## src/rtl/mul54_pkg.sv

```systemverilog
// mul54_pkg
//   Shared widths, FSM state encoding and the partial-product shift helper
//   used by the sequential 54x54 multiplier and its 27x27 sub-multiplier.
package mul54_pkg;

    localparam int HALF_W = 27;
    localparam int OP_W   = 54;
    localparam int PROD_W = 108;
    localparam int NSTEP  = 4;

    localparam logic [1:0] LAST_STEP = 2'(NSTEP - 1);

    typedef enum logic [1:0] {
        IDLE = 2'd0,
        MUL  = 2'd1,
        DONE = 2'd2
    } state_t;

    // Left shift applied to the partial product of each step:
    // step0 al*bl, step1 al*bh, step2 ah*bl, step3 ah*bh.
    function automatic int unsigned pp_shift(input logic [1:0] step);
        case (step)
            2'd0:    return 0;
            2'd1:    return HALF_W;
            2'd2:    return HALF_W;
            default: return 2 * HALF_W;
        endcase
    endfunction

endpackage

```

## src/rtl/mul54_seq_mul27.sv

```systemverilog
// mul54_seq_mul27
//   Combinational 27x27 unsigned multiplier with a full 54-bit result.
//   Ports:
//     Out  output 54  A*B
//     A    input  27  unsigned operand
//     B    input  27  unsigned operand
module mul54_seq_mul27
    import mul54_pkg::*;
(
    output logic [2*HALF_W-1:0] Out,
    input  logic [HALF_W-1:0]   A,
    input  logic [HALF_W-1:0]   B
);

    // Zero-extend both operands so the product is computed at full width.
    assign Out = {{HALF_W{1'b0}}, A} * {{HALF_W{1'b0}}, B};

endmodule

```

## src/rtl/mul54_seq.sv

```systemverilog
// mul54_seq
//   Sequential 54x54 unsigned multiplier. One 27x27 multiplier is time-shared
//   over four MUL cycles; the shifted partial products are summed into a
//   108-bit accumulator and the result is registered into product.
//
//   Handshakes: a transfer happens on a rising clk edge where valid && ready
//   are both high. valid must hold its payload until that edge; ready may
//   depend on state only (never combinationally on valid).
//
//   Ports:
//     clk        input   1    clock, rising edge
//     rst_n      input   1    synchronous active-low reset
//     in_valid   input   1    a/b operand pair valid
//     in_ready   output  1    operand pair accepted this cycle (IDLE only)
//     a, b       input   54   unsigned operands
//     out_valid  output  1    product holds a completed result (DONE)
//     out_ready  input   1    consumer takes the product this cycle
//     product    output  108  registered a*b, held until the next DONE
//     busy       output  1    high in MUL
//     dbg_state  output  2    current FSM state
//     dbg_step   output  2    current step counter
module mul54_seq
    import mul54_pkg::*;
(
    input  logic              clk,
    input  logic              rst_n,
    input  logic              in_valid,
    output logic              in_ready,
    input  logic [OP_W-1:0]   a,
    input  logic [OP_W-1:0]   b,
    output logic              out_valid,
    input  logic              out_ready,
    output logic [PROD_W-1:0] product,
    output logic              busy,
    output state_t            dbg_state,
    output logic [1:0]        dbg_step
);

    state_t              r_state;
    state_t              w_state_nxt;
    logic [1:0]          r_step;
    logic [OP_W-1:0]     r_a;
    logic [OP_W-1:0]     r_b;
    logic [PROD_W-1:0]   r_acc;
    logic [PROD_W-1:0]   r_product;

    logic                w_accept;
    logic                w_last;
    logic                w_in_ready;
    logic                w_out_valid;
    logic                w_busy;

    logic [HALF_W-1:0]   w_mul_a;
    logic [HALF_W-1:0]   w_mul_b;
    logic [OP_W-1:0]     w_pp;
    logic [PROD_W-1:0]   w_pp_sh;
    logic [PROD_W-1:0]   w_acc_sum;

    // ------------------------------------------------------------------
    // FSM state register
    // ------------------------------------------------------------------
    always_ff @(posedge clk) begin
        if (!rst_n) begin
            r_state <= IDLE;
        end else begin
            r_state <= w_state_nxt;
        end
    end

    // ------------------------------------------------------------------
    // FSM next-state and outputs
    // ------------------------------------------------------------------
    always_comb begin
        w_state_nxt = r_state;
        w_in_ready  = 1'b0;
        w_out_valid = 1'b0;
        w_busy      = 1'b0;
        w_accept    = 1'b0;
        w_last      = 1'b0;
        case (r_state)
            IDLE: begin
                w_in_ready = 1'b1;
                if (in_valid) begin
                    w_accept    = 1'b1;
                    w_state_nxt = MUL;
                end
            end
            MUL: begin
                w_busy = 1'b1;
                if (r_step == LAST_STEP) begin
                    w_last      = 1'b1;
                    w_state_nxt = DONE;
                end
            end
            DONE: begin
                w_out_valid = 1'b1;
                if (out_ready) begin
                    w_state_nxt = IDLE;
                end
            end
            default: begin
                w_state_nxt = IDLE;
            end
        endcase
    end

    assign in_ready  = w_in_ready;
    assign out_valid = w_out_valid;
    assign busy      = w_busy;
    assign product   = r_product;
    assign dbg_state = r_state;
    assign dbg_step  = r_step;

    // ------------------------------------------------------------------
    // Partial-product selection: the multiplier sees zeros outside MUL so
    // it does not toggle while idle or holding a result.
    // ------------------------------------------------------------------
    always_comb begin
        w_mul_a = '0;
        w_mul_b = '0;
        if (r_state == MUL) begin
            case (r_step)
                2'd0: begin
                    w_mul_a = r_a[HALF_W-1:0];
                    w_mul_b = r_b[HALF_W-1:0];
                end
                2'd1: begin
                    w_mul_a = r_a[HALF_W-1:0];
                    w_mul_b = r_b[OP_W-1:HALF_W];
                end
                2'd2: begin
                    w_mul_a = r_a[OP_W-1:HALF_W];
                    w_mul_b = r_b[HALF_W-1:0];
                end
                default: begin
                    w_mul_a = r_a[OP_W-1:HALF_W];
                    w_mul_b = r_b[OP_W-1:HALF_W];
                end
            endcase
        end
    end

    mul54_seq_mul27 u_mul27 (
        .Out (w_pp),
        .A   (w_mul_a),
        .B   (w_mul_b)
    );

    // Full sum is bounded by (2^54-1)^2 < 2^108, so no carry-out is needed.
    assign w_pp_sh   = {{(PROD_W-OP_W){1'b0}}, w_pp} << pp_shift(r_step);
    assign w_acc_sum = r_acc + w_pp_sh;

    // ------------------------------------------------------------------
    // Datapath registers
    // ------------------------------------------------------------------
    always_ff @(posedge clk) begin
        if (!rst_n) begin
            r_step    <= '0;
            r_a       <= '0;
            r_b       <= '0;
            r_acc     <= '0;
            r_product <= '0;
        end else if (w_accept) begin
            r_a    <= a;
            r_b    <= b;
            r_acc  <= '0;
            r_step <= '0;
        end else if (r_state == MUL) begin
            r_acc  <= w_acc_sum;
            r_step <= r_step + 2'd1;
            // The last step's sum goes straight to product so it is
            // valid on the same edge the FSM enters DONE.
            if (w_last) begin
                r_product <= w_acc_sum;
            end
        end
    end

endmodule

```

## config.mk

```make
export PLATFORM = sky130hd
export DESIGN_NAME = mul54_seq
export DESIGN_NICKNAME = d
export VERILOG_FILES = /design/src/rtl/mul54_pkg.sv /design/src/rtl/mul54_seq_mul27.sv /design/src/rtl/mul54_seq.sv
export SDC_FILE = /design/constraint.sdc
export NUM_CORES = 2
export LEC_CHECK = 0
export BUFFER_PORTS_ARGS = -buffer_cell sky130_fd_sc_hd__buf_2
export CORE_MARGIN = 1
export CORE_UTILIZATION = 58
export DETAILED_ROUTE_END_ITERATION = 10
export HOLD_SLACK_MARGIN = 0.06
export PLACE_DENSITY = 0.79
export SYNTH_ARGS = -nofsm -noshare
export SYNTH_HDL_FRONTEND = slang
export SYNTH_HIERARCHICAL = 1
export SYNTH_SLANG_ARGS = --single-unit
```

## constraint.sdc

```tcl
create_clock -name clk -period 11.6 [get_ports clk]
set_clock_uncertainty 0.2 [all_clocks]
set_input_delay 2.32 -clock clk [delete_from_list [all_inputs] [get_ports clk]]
set_output_delay 2.32 -clock clk [all_outputs]
set_load 0.05 [all_outputs]
```

[After elaboration in Yosys (flattened, before gate mapping)]
Cells that the tools add are included.
Storage, ports and cells
  flip-flop bits (word level): 328
  bits of input ports: 112
  output and inout port bits: 115
  logic and storage cells: 44
Operators by class
  $add $sub $neg: 2
  multipliers: 1
  eq/ne operators: 8
  shifts and indexed selects: 1
  muxes and demuxes: 16
  bitwise gates (word level): 2
  reduce and logical (&&, ||, !) cells: 8
Operator list (count)
  $add A108 B108 Y108: 1
  $mux W27: 4
  $shl A54 B32 Y108: 1
  $mul A27 B27 Y54: 1
  $pmux W6 S2: 1
  $reduce_or A2 Y1: 4
  $mux W1: 7
  $eq A2 B2 Y1 const B: 3
  $mux W2: 3
  $ne A2 B2 Y1 const B: 3
  $pmux W2 S3: 1
  $reduce_and A3 Y1: 2
  $eq A2 B1 Y1 const B: 2
  $logic_not A2 Y1: 2
  $add A2 B1 Y2 const B: 1
  $not A1 Y1: 2

[Longest topological paths before layout]
  depth after elaboration: 7
  depth in mapped cells: 60
  mapped depth without buffers: 49

[Hierarchy]
The synthesis kept the hierarchy.
Modules (own cells, without submodules)
  mul54_seq_mul27: times used 1, cells each 2757, area each 23819.1 µm²
  mul54_seq: times used 1, cells each 3340, area each 23468.8 µm²

[Least setup slack after synthesis]
OpenSTA, ideal clock, no wires.
  path type: reg-to-reg
  from: reg r_step[0], in the netlist dbg_step[0]
  to: reg r_product[77], in the netlist product[77]
  library setup time: 63 ps
  arrival: 12629 ps
  data required time: 11337 ps
  slack: -1292 ps
  cell stages (with the launch flop): 55
  path through: dfxtp_1 > inv_1 > ha_1 > buf_2 > buf_1 > clkbuf_1 > or2_2 > clkbuf_1 > clkbuf_1 > nand2_1 > a21oi_1 > clkbuf_1 > clkbuf_1 > nand2_1 > fa_1 > inv_1 > fa_1 > inv_1 > (+19 left out) > mux4_2 > mux2i_1 > inv_1 > o21ai_0 > nor2_1 > mux2_2 > ha_1 > clkbuf_1 > nand4_1 > nor2_1 > and3_1 > nand2_1 > a21o_1 > and3_1 > clkbuf_1 > o21a_1 > or4_1 > nand3_1
On the way
  word-level cells in the longest chain between the ends: 7
Ends and longest elaborated chain
  start, declared: RTL line mul54_seq.sv:41  | logic [1:0] r_step;
  start signal, assigned: RTL line mul54_seq.sv:170  | r_step <= r_step + 2'd1;
  $eq A2 B1 Y1 / $logic_not A2 Y1 (equally long branches): RTL line mul54_seq.sv:122  | case (r_step)
  $reduce_or A2 Y1 (no source line) *
  $mux W27 *: RTL line mul54_seq.sv:122
  $mux W27 *: RTL line mul54_seq.sv:121  | if (r_state == MUL) begin
  named net w_mul_a[18]: RTL line mul54_seq.sv:53  | logic [HALF_W-1:0] w_mul_a;
  $mul A27 B27 Y54 *: RTL line mul54_seq_mul27.sv:16  | assign Out = {{HALF_W{1'b0}}, A} * {{HALF_W{1'b0}}, B};
  named net w_pp[50]: RTL line mul54_seq.sv:55  | logic [OP_W-1:0] w_pp;
  $shl A54 B32 Y108 *: RTL line mul54_seq.sv:150  | assign w_pp_sh = {{(PROD_W-OP_W){1'b0}}, w_pp} << pp_shift(r_step);
  $add A108 B108 Y108 *: RTL line mul54_seq.sv:151  | assign w_acc_sum = r_acc + w_pp_sh;
  end signal, assigned: RTL line mul54_seq.sv:174  | r_product <= w_acc_sum;
  end, declared: RTL line mul54_seq.sv:45  | logic [PROD_W-1:0] r_product;
Mark *: on every way through the listed nets, which the timed path passes. The rest lies on a longest branch.
A chain may end at the register's enable or synchronous reset.

[Final worst setup path]
  from: reg r_step[1], in the netlist dbg_step[1]
  to: reg r_acc[98]
On the way
  word-level cells in the longest chain between the ends: 7
Ends and longest elaborated chain
  $eq A2 B2 Y1 / $logic_not A2 Y1 (equally long branches): RTL line mul54_seq.sv:122
  $reduce_or A2 Y1 (no source line) *
  $mux W27 *: RTL line mul54_seq.sv:122
  $mux W27 *: RTL line mul54_seq.sv:121
  named net w_mul_b[4]: RTL line mul54_seq.sv:54  | logic [HALF_W-1:0] w_mul_b;
  $mul A27 B27 Y54 *: RTL line mul54_seq_mul27.sv:16
  named net w_pp[50]: RTL line mul54_seq.sv:55
  $shl A54 B32 Y108 *: RTL line mul54_seq.sv:150
  $add A108 B108 Y108 *: RTL line mul54_seq.sv:151
  end signal, assigned: RTL line mul54_seq.sv:169  | r_acc <= w_acc_sum;
  end, declared: RTL line mul54_seq.sv:44  | logic [PROD_W-1:0] r_acc;
Marks and branches as above.

==> impl_metrics.ini <==
[floorplan]
core_mm2 = 0.0805
die_y_um = 288
rows = 104
dieArea_mm2 = 0.0827
die_x_um = 288
start_util_pct = 58.7
ios = 227

[power_and_ir_drop]
p_sw_share_pct = 31.1
pwr-share-comb_pct = 21.8
p_leak_nw = 29.4
power_frac_clock_pct = 41.5
p_sw_w = 0.000993
pwr-share-seq_pct = 36.7
power_density_mw_per_mm2 = 51.9
peakVddDrop_v = 0.000171
internal-power_w = 0.00220

[yosys]
synth_area_leader_cell = fa_1
ys_seq_area_share_pct = 13.9
postSynthCellCount = 6097
postSynthNetCount = 7140
synth_top_area_share_pct = 26.5
avgSynthCellArea_um2 = 7.76
synthTopCellsByCount = 1308 x nand2_1, 804 x inv_1, 625 x fa_1, 565 x a21oi_1, 334 x clkbuf_1
synth_cell_type_count = 99
synthFlopType = dfxtp_1
ys_seq_elements = 328
synth_most_common_cell = nand2_1
yosys_warnings = 6
synth_edf_count = 0
ys_top_cells_by_area = fa_1 26%, dfxtp_1 14%, nand2_1 10%, ha_1 8.1%, inv_1 6.4%
synth_async_sr_flop_share_pct = 0
netlist_area_mm2 = 0.0473

[grt]
antenna_found_initial = 9
grt_overflow = 0
grt_pass1_wl_um = 247000
grt_pass1_vias = 46600
grt_use_total_pct = 37.9
grt_max_degree = 135

[clocking]
clock_path_buffers = 3
root_buffer = clkbuf_16
clock_sinks = 328
hold_buffers = 0
cts_tree = built
clk_pin_slew_ns = 0.06
cts_buffers = 39
htree_levels = 2
worstSkewPairLatency_ns = 0.61

[place]
hpwl_um = 128000
routabilityCongestion = 1.03
port_buffers = 226
dp_slack_ns = -0.690

[routing]
drcViolationCount = 0
via_count = 48200
post_drt_wl_per_cell_um = 20.6
wirelength_um = 167000
drt_iter0_drc = 4419
first_pass_iters = 6
via_per_inst = 5.93
antenna_left = 0

[critical_path]
path_class = flip-flop to flip-flop
crit_fanout = 8
crit_path_end_kind = flip-flop
critPathSlowestCell = fa_1
critPathMostFrequentCell = fa_1
critical_path_arrival_ns = 12.22
cpPeakStageDelay_ns = 0.56
critPathRequiredTime_ns = 11.90
cp-start-kind = flip-flop
ff2ff_path_depth = 51

[sta]
hold_viol = 0
hold_ws_ns = 0.249
fin_crit_sh_pct = 103
slew_viol_final = 0
clock.fmax_mhz = 83.8
setup_violations = 72
max_slew_margin_pct = 29.8
setup_ws_ns = -0.327
post-route-min-period_ns = 11.93
worst_pin_slew_ns = 1.05
grt_setup_unrepaired = true

[layout]
syn2layout_area_growth_pct = 29.9
fin_nets = 8073
drive_gt1_share_pct = 27.2

[run_status]
violations = setup timing
status = complete, but fails checks

[flow_run]
max-cap-violations = 0

[hold_path]
hold_path_class = flip-flop to flip-flop
hold_depth = 2
[routing by layer]
layer | up-vias | routed length [µm] | track usage, %
li1 | 21600 | - | -
met1 | 23400 | 65100 | 51.0
met2 | 2613 | 77400 | 61.2
met3 | 550 | 16400 | 5.78
met4 | 4 | 8320 | 15.1
met5 | - | 24 | 0
[power groups by stage]
stage               registers [W]  logic, W  clock network (W)
floorplan                 0.00119  0.000333                  0
global placement          0.00119  0.000599                  0
detailed placement        0.00119  0.000610                  0
CTS                       0.00117  0.000625            0.00134
global route              0.00117  0.000730            0.00138
finish                    0.00117  0.000694            0.00133
[metrics by stage]
| step | area (µm²) | TNS [ns] | std cells | utilization [%] | total power, W |
|---|---|---|---|---|---|
| after detailed placement | 56300 | -29.93 | 7927 | 69.9 | 0.00180 |
| final | 61400 | -8.56 | 8127 | 76.3 | 0.00319 |
| after global placement | 56300 | -12.84 | 7927 | 69.9 | 0.00179 |
| after floorplan | 47500 | 0 | 6097 | - | 0.00152 |
| after global routing | 61400 | -46.94 | 8122 | 76.3 | 0.00328 |
| after CTS | 58500 | -0.195 | 8030 | 72.6 | 0.00314 |
[worst max-delay path: cells and delay by family (launching register included)]
kind,cells,cell delay (ns)
AO/OA/AOI/OAI,15,3.34
XOR/XNOR,1,0.13
adder cells (fa/ha/maj),10,4.43
buffers and inverters,14,1.48
flip-flops,1,0.37
multiplexers,2,0.60
AND/OR/NAND/NOR,9,1.18
[cell families after synthesis]
kind of cell,Yosys count,synth area share (%)
adder cells (fa/ha/maj),931,34.6
XOR/XNOR,127,2.35
AND/OR/NAND/NOR,2239,21.2
multiplexers,127,3.69
buffers and inverters,1221,9.96
AO/OA/AOI/OAI,1124,14.4
flip-flops,328,13.9
[flip-flops by register name (all words and copies together), names as in the netlist]
register,flops
r_b,54
dbg_step,2
r_acc,108
product,108
r_a,54
dbg_state,2
[final cells by class]
| type | count | area, µm² |
|---|---|---|
| fill | 5570 | 19100 |
| timing repair buffer | 1305 | 10300 |
| sequential | 328 | 6580 |
| clock buffer | 52 | 1100 |
| antenna | 7 | 17.5 |
| clock inverter | 19 | 282 |
| inverter | 807 | 3040 |
| tap | 1060 | 1330 |
| multi-input combinational | 4549 | 38700 |
[timing repair]
item / CTS / global route
endpoints found under the setup margin: 118 / 139
buffers inserted: 31 / 86
cloned: 1 / 11
endpoints found under the hold margin: 0 / 0
pin swaps: 58 / 147
resized for setup: 124 / 429
[placed cells by master (no fill, tap or decap), drive strengths merged, types with 16 or more instances in the layout]
master  instances
mux2i          73
or3            19
mux2           18
nor2          230
o21bai         43
inv           812
mux4           36
dfxtp         328
and3           24
a31oi          30
nor3           51
a21o           73
o21a           21
fa            625
or4            18
buf          1296
xnor2          79
a21oi         571
clkbuf         61
and2          294
o31ai          16
o21ai         195
ha            306
nand3         128
nand2        1309
xor2           48
nand4          94
a211oi         18
[path summary, 6_finish.rpt]
| path | slack [ns] | from | end |
|---|---|---|---|
| min reg2reg | 0.25 | product[23]$_SDFFE_PN0P_ | product[23]$_SDFFE_PN0P_ |
| min | 0.25 | product[23]$_SDFFE_PN0P_ | product[23]$_SDFFE_PN0P_ |
| max | -0.33 | dbg_step[1]$_SDFFE_PP0P_ | r_acc[98]$_SDFFE_PP0P_ |
| max reg2reg | -0.33 | dbg_step[1]$_SDFFE_PP0P_ | r_acc[98]$_SDFFE_PP0P_ |
No activity file was read; power rests on OpenSTA's default activity.
